**src/rtl/crypto_exec_unit_pkg.sv**
```systemverilog
// Shared definitions for the byte-wide cipher execution stage.
package crypto_pkg;

  typedef enum logic [1:0] {
    OP_XOR  = 2'b00,
    OP_ROTL = 2'b01,
    OP_ADD  = 2'b10,
    OP_ARX  = 2'b11
  } op_e;

  typedef enum logic [1:0] {
    S_IDLE = 2'b00,
    S_EXEC = 2'b01,
    S_WB   = 2'b10
  } state_e;

  localparam logic [1:0] SEL_A   = 2'b00;
  localparam logic [1:0] SEL_B   = 2'b01;
  localparam logic [1:0] SEL_OUT = 2'b10;

  // Circular left rotate of a byte; the upper half of the doubled word holds the result.
  function automatic logic [7:0] rotl8(input logic [7:0] v, input logic [2:0] n);
    logic [15:0] w_dbl;
    w_dbl = {v, v} << n;
    return w_dbl[15:8];
  endfunction

endpackage

```
**src/rtl/crypto_exec_unit_arx_round.sv**
```systemverilog
// One combinational add-rotate-xor round with key schedule step.
module arx_round
  import crypto_pkg::*;
(
  input  logic [7:0] i_x,
  input  logic [7:0] i_k,
  output logic [7:0] o_x,
  output logic [7:0] o_k
);

  logic [7:0] w_sum;

  assign w_sum = i_x + i_k;
  assign o_x   = rotl8(w_sum, 3'd3) ^ i_k;
  assign o_k   = rotl8(i_k, 3'd1);

endmodule

```
**src/rtl/crypto_exec_unit.sv**
```systemverilog
// Multi-cycle cipher execution stage: latches operands, computes one primitive,
// then writes the byte back into the register file's out register.
module crypto_exec_unit
  import crypto_pkg::*;
#(
  parameter int unsigned ROUNDS = 4,
  parameter logic [1:0]  WB_SEL = SEL_OUT
) (
  input  logic       clk,
  input  logic       rst_n,
  input  logic       start,
  input  logic [1:0] op,
  input  logic [7:0] A,
  input  logic [7:0] B,
  output logic       busy,
  output logic       done,
  output logic [7:0] result,
  output logic       we_reg,
  output logic [1:0] reg_select,
  output logic [7:0] data_in
);

  localparam logic [3:0] LAST_ROUND = 4'(ROUNDS - 1);

  state_e     r_state;
  state_e     w_state_nxt;
  op_e        r_op;
  op_e        w_op_nxt;
  logic [7:0] r_x;
  logic [7:0] w_x_nxt;
  logic [7:0] r_k;
  logic [7:0] w_k_nxt;
  logic [3:0] r_cnt;
  logic [3:0] w_cnt_nxt;
  logic [7:0] r_result;
  logic [7:0] w_result_nxt;
  logic [7:0] w_arx_x;
  logic [7:0] w_arx_k;

  arx_round u_arx_round (
    .i_x (r_x),
    .i_k (r_k),
    .o_x (w_arx_x),
    .o_k (w_arx_k)
  );

  // State register.
  always_ff @(posedge clk or negedge rst_n) begin
    if (!rst_n) begin
      r_state <= S_IDLE;
    end else begin
      r_state <= w_state_nxt;
    end
  end

  // Next-state and datapath update selection.
  always_comb begin
    w_state_nxt  = r_state;
    w_op_nxt     = r_op;
    w_x_nxt      = r_x;
    w_k_nxt      = r_k;
    w_cnt_nxt    = r_cnt;
    w_result_nxt = r_result;
    case (r_state)
      S_IDLE: begin
        if (start) begin
          w_op_nxt    = op_e'(op);
          w_x_nxt     = A;
          w_k_nxt     = B;
          w_cnt_nxt   = 4'd0;
          w_state_nxt = S_EXEC;
        end else begin
          w_state_nxt = S_IDLE;
        end
      end
      S_EXEC: begin
        case (r_op)
          OP_XOR:  w_x_nxt = r_x ^ r_k;
          OP_ROTL: w_x_nxt = rotl8(r_x, r_k[2:0]);
          OP_ADD:  w_x_nxt = r_x + r_k;
          OP_ARX: begin
            w_x_nxt   = w_arx_x;
            w_k_nxt   = w_arx_k;
            w_cnt_nxt = r_cnt + 4'd1;
          end
          default: w_x_nxt = r_x;
        endcase
        if ((r_op != OP_ARX) || (r_cnt == LAST_ROUND)) begin
          w_state_nxt = S_WB;
        end else begin
          w_state_nxt = S_EXEC;
        end
      end
      S_WB: begin
        w_result_nxt = r_x;
        w_state_nxt  = S_IDLE;
      end
      default: begin
        w_state_nxt = S_IDLE;
      end
    endcase
  end

  // Operand, key, round counter and result registers.
  always_ff @(posedge clk or negedge rst_n) begin
    if (!rst_n) begin
      r_op     <= OP_XOR;
      r_x      <= 8'h00;
      r_k      <= 8'h00;
      r_cnt    <= 4'd0;
      r_result <= 8'h00;
    end else begin
      r_op     <= w_op_nxt;
      r_x      <= w_x_nxt;
      r_k      <= w_k_nxt;
      r_cnt    <= w_cnt_nxt;
      r_result <= w_result_nxt;
    end
  end

  // Outputs decode only from state and registers, so no input reaches an output.
  assign busy       = (r_state != S_IDLE);
  assign we_reg     = (r_state == S_WB);
  assign done       = (r_state == S_WB);
  assign reg_select = (r_state == S_WB) ? WB_SEL : SEL_A;
  assign data_in    = (r_state == S_WB) ? r_x : 8'h00;
  assign result     = r_result;

endmodule

```
**config.mk**
```make
export PLATFORM = sky130hd
export DESIGN_NAME = crypto_exec_unit
export DESIGN_NICKNAME = d
export VERILOG_FILES = /design/src/rtl/crypto_exec_unit_pkg.sv /design/src/rtl/crypto_exec_unit_arx_round.sv /design/src/rtl/crypto_exec_unit.sv
export SDC_FILE = /design/constraint.sdc
export NUM_CORES = 1
export LEC_CHECK = 0
export BUFFER_PORTS_ARGS = -buffer_cell sky130_fd_sc_hd__buf_2
export CAP_MARGIN = 0
export CORE_ASPECT_RATIO = 0.7
export CORE_MARGIN = 2
export CORE_UTILIZATION = 55
export DETAILED_ROUTE_END_ITERATION = 7
export PLACE_DENSITY = 0.78
export SYNTH_ARGS = -nofsm -noshare
export SYNTH_HDL_FRONTEND = slang
export SYNTH_SLANG_ARGS = --single-unit
```
**constraint.sdc**
```tcl
create_clock -name clk -period 4.6 [get_ports clk]
set_clock_uncertainty 0.2 [all_clocks]
set_input_delay 0.46 -clock clk [delete_from_list [all_inputs] [get_ports clk]]
set_output_delay 0.46 -clock clk [all_outputs]
set_load 0.03 [all_outputs]
```
==> results.json <==
{
  "instances_no_fill": 364,
  "status": "complete, no violations",
  "drive_above_1_share": 0.217,
  "synth_async_sr_flop_share": 1.00,
  "synth-simple-area-share": 0.140,
  "synth_cell_types": 46,
  "r2r_setup_slack_ns": 1.73,
  "r2r_start": "r_k[0]",
  "die_h_um": 60.7,
  "drc": 0,
  "die_w_um": 85.0,
  "io_pins": 42,
  "finalCritPeriodShare": 0.627,
  "power.leakage_nw": 1.26,
  "antenna_found_initial": 0,
  "grt_max_degree": 33,
  "multi_input_area_um2": 1590,
  "fmax_ghz": 0.347,
  "diodes": 0,
  "path_cells": "inv_1 -> nor2_1 -> and2_1 -> buf_2",
  "drt_pass1_iterations": 5,
  "tightest_slew_ns": 1.11,
  "yosys_warnings": 0,
  "dp.cells": 356,
  "h-tree-depth": 2,
  "end_kind": "output port",
  "cts-root-buf": "clkbuf_8",
  "gp_congestion": 0.919,
  "synthTopCellsByArea": "dfrtp_1 32%, mux2i_1 5.9%, ha_1 5.4%",
  "area_delta_synth_final_pct": 10.8,
  "synth_common_cells": "35 x nand2_1, 32 x dfrtp_1, 24 x o21ai_0",
  "regArea_um2": 801,
  "clk_pin_slew_ns": 0.08,
  "slew_violations": 0,
  "ys_seq_elements": 32,
  "ctsHoldBuffers": 0,
  "synth_edf_count": 0,
  "ir_drop_uv": 529,
  "synth-seq-area-share": 0.317,
  "period_needed_ns": 2.88,
  "synth_top_family_by_area": "compound AO/OA/AOI/OAI gates",
  "cts_num_sinks": 32,
  "drtIter0Drc": 233,
  "setup.worst_path.start": "r_state[1]",
  "synthFlopType": "dfrtp_1",
  "max_stage_delay_ns": 0.87,
  "synth.most_common_cell": "nand2_1",
  "fp.coreArea_um2": 4380,
  "layout.nets": 341,
  "start_util": 0.577,
  "synth_area_leader_cell": "dfrtp_1",
  "wl_per_cell_um": 18.4,
  "grt_pass1_wl_mm": 10.9,
  "finalHoldViolations": 0,
  "numPortBuffers": 40,
  "tns_ns": 0,
  "layout_setup_ws_ns": 1.72,
  "hp-class": "in2async",
  "vias": 2341,
  "synth_top_area_frac": 0.317,
  "rsz0062_at_grt": "false",
  "clk_path_buf_depth": 2,
  "cts_made_buffers": 5,
  "cts_tree": "yes",
  "reg2reg_depth": 8,
  "synth.area.mux_share": 0.162,
  "power_density_nw_per_um2": 906,
  "cap_violations": 0,
  "cp-start-kind": "flop",
  "synth_fa_ha_area_frac": 0.0624,
  "die_area_um2": 5160,
  "placed_area_um2": 2690,
  "post_cts_buffers": 0,
  "final_util": 0.639,
  "cp.arrival_ns": 2.22,
  "via_per_inst": 6.43,
  "synth_xor_xnor_area_share": 0.0485,
  "routed_wl_mm": 6.68,
  "criticalPathCategory": "reg2out",
  "first_global_vias": 2140,
  "num-fill-cells": 374,
  "grt_usage": 0.272,
  "crit_slowest_cell": "nor2_1",
  "worstSkewPairLatency_ns": 0.28,
  "pre_cts_ws_ns": 1.75,
  "detail-route-antenna-nets": 0,
  "maxSlewHeadroom": 0.259,
  "crit_path_end": "data_in[0]",
  "critPathMaxFanout": 18,
  "r2r_end": "r_x[1]",
  "stdcell_area_um2": 2800,
  "syn_nets": 315,
  "setup_viol": 0,
  "fp-row-count": 20,
  "avgSynthCellArea_um2": 8.96,
  "hpwl_mm": 4.83,
  "synth_cells": 282,
  "overflow": 0,
  "syn-cell-area_um2": 2530,
  "critPathRequiredTime_ns": 3.94,
  "cts_resized": 0,
  "synth_compound_area_frac": 0.214
}
layout make-up:
type	instances	share of cell area
tap	55	0.0246
inverter	8	0.0107
sequential	32	0.286
clock inverter	3	0.0152
multi-input combinational	221	0.567
timing repair buffer	40	0.0715
clock buffer	5	0.0246
layout by cell type, fill, tap and decap left out, types with 2 or more instances in the layout:
cell	instances
nor2_1	15
mux4_2	5
nand3_1	5
a221oi_1	4
o221ai_1	3
xnor2_1	5
buf_2	40
nand2_1	35
and3_1	2
nand2b_1	3
xor2_1	9
mux2_2	12
and2_1	8
dfrtp_1	32
o22a_1	3
o21bai_1	2
a211oi_1	6
a21o_1	7
o21ai_0	24
o22ai_1	2
mux2i_1	15
clkbuf_8	5
inv_1	8
o211ai_1	4
ha_1	11
a221o_1	2
a21oi_1	17
nand4_1	3
o21ai_1	5
registers in the layout, indices dropped and copies added (netlist names):
register and cells:
r_state 2, r_k 8, r_cnt 4, r_x 8, result 8, r_op 2
kinds of logic after synthesis:
| kind of cell | count (synthesis) |
|---|---|
| AOI/OAI and AO/OA | 84 |
| and+or+nand+nor | 77 |
| muxes | 33 |
| DFF | 32 |
| buffers and inverters | 29 |
| xor gates and xnor gates | 14 |
| adders and majority gates | 12 |
| other | 1 |
worst min path at each step:
stage | from | end | slack [ns]
after CTS | rst_n | result[7] | 0.06
after detailed placement | result[0] | result[0] | 0.29
after global placement | result[3] | result[3] | 0.29
after global routing | rst_n | r_x[7] | 0.10
final | rst_n | r_x[7] | 0.04
after floorplan | rst_n | r_cnt[0] | -0.04
per-layer routing:
metal / up-vias / share of wire / GRT usage
met5: - / 0 / 0
met4: 0 / 0.013 / 0.0612
met3: 13 / 0.11 / 0.0762
met2: 138 / 0.43 / 0.408
met1: 1121 / 0.45 / 0.396
li1: 1069 / - / -
metrics by stage:
stage          hold slack (ns)  total power [mW]
2_1_floorplan          -0.0356              1.85
3_3_place_gp             0.285              2.19
3_5_place_dp             0.291              2.22
4_1_cts                 0.0648              2.50
5_1_grt                  0.102              2.73
6_report                0.0393              2.54
power by group:
part	total [mW]	internal, mW	switching [mW]	leakage, nW
logic	1.59	0.664	0.926	0.814
registers	0.670	0.408	0.262	0.389
clock network	0.276	0.160	0.116	0.0541
critical path: cells and delay by family, from the launching register on:
kind	cells	cell delay (ns)
buffers and inverters	2	0.36
flip-flops	1	0.46
AND/OR/NAND/NOR	2	1.12
Note: power is estimated with default switching activity, not from simulation.
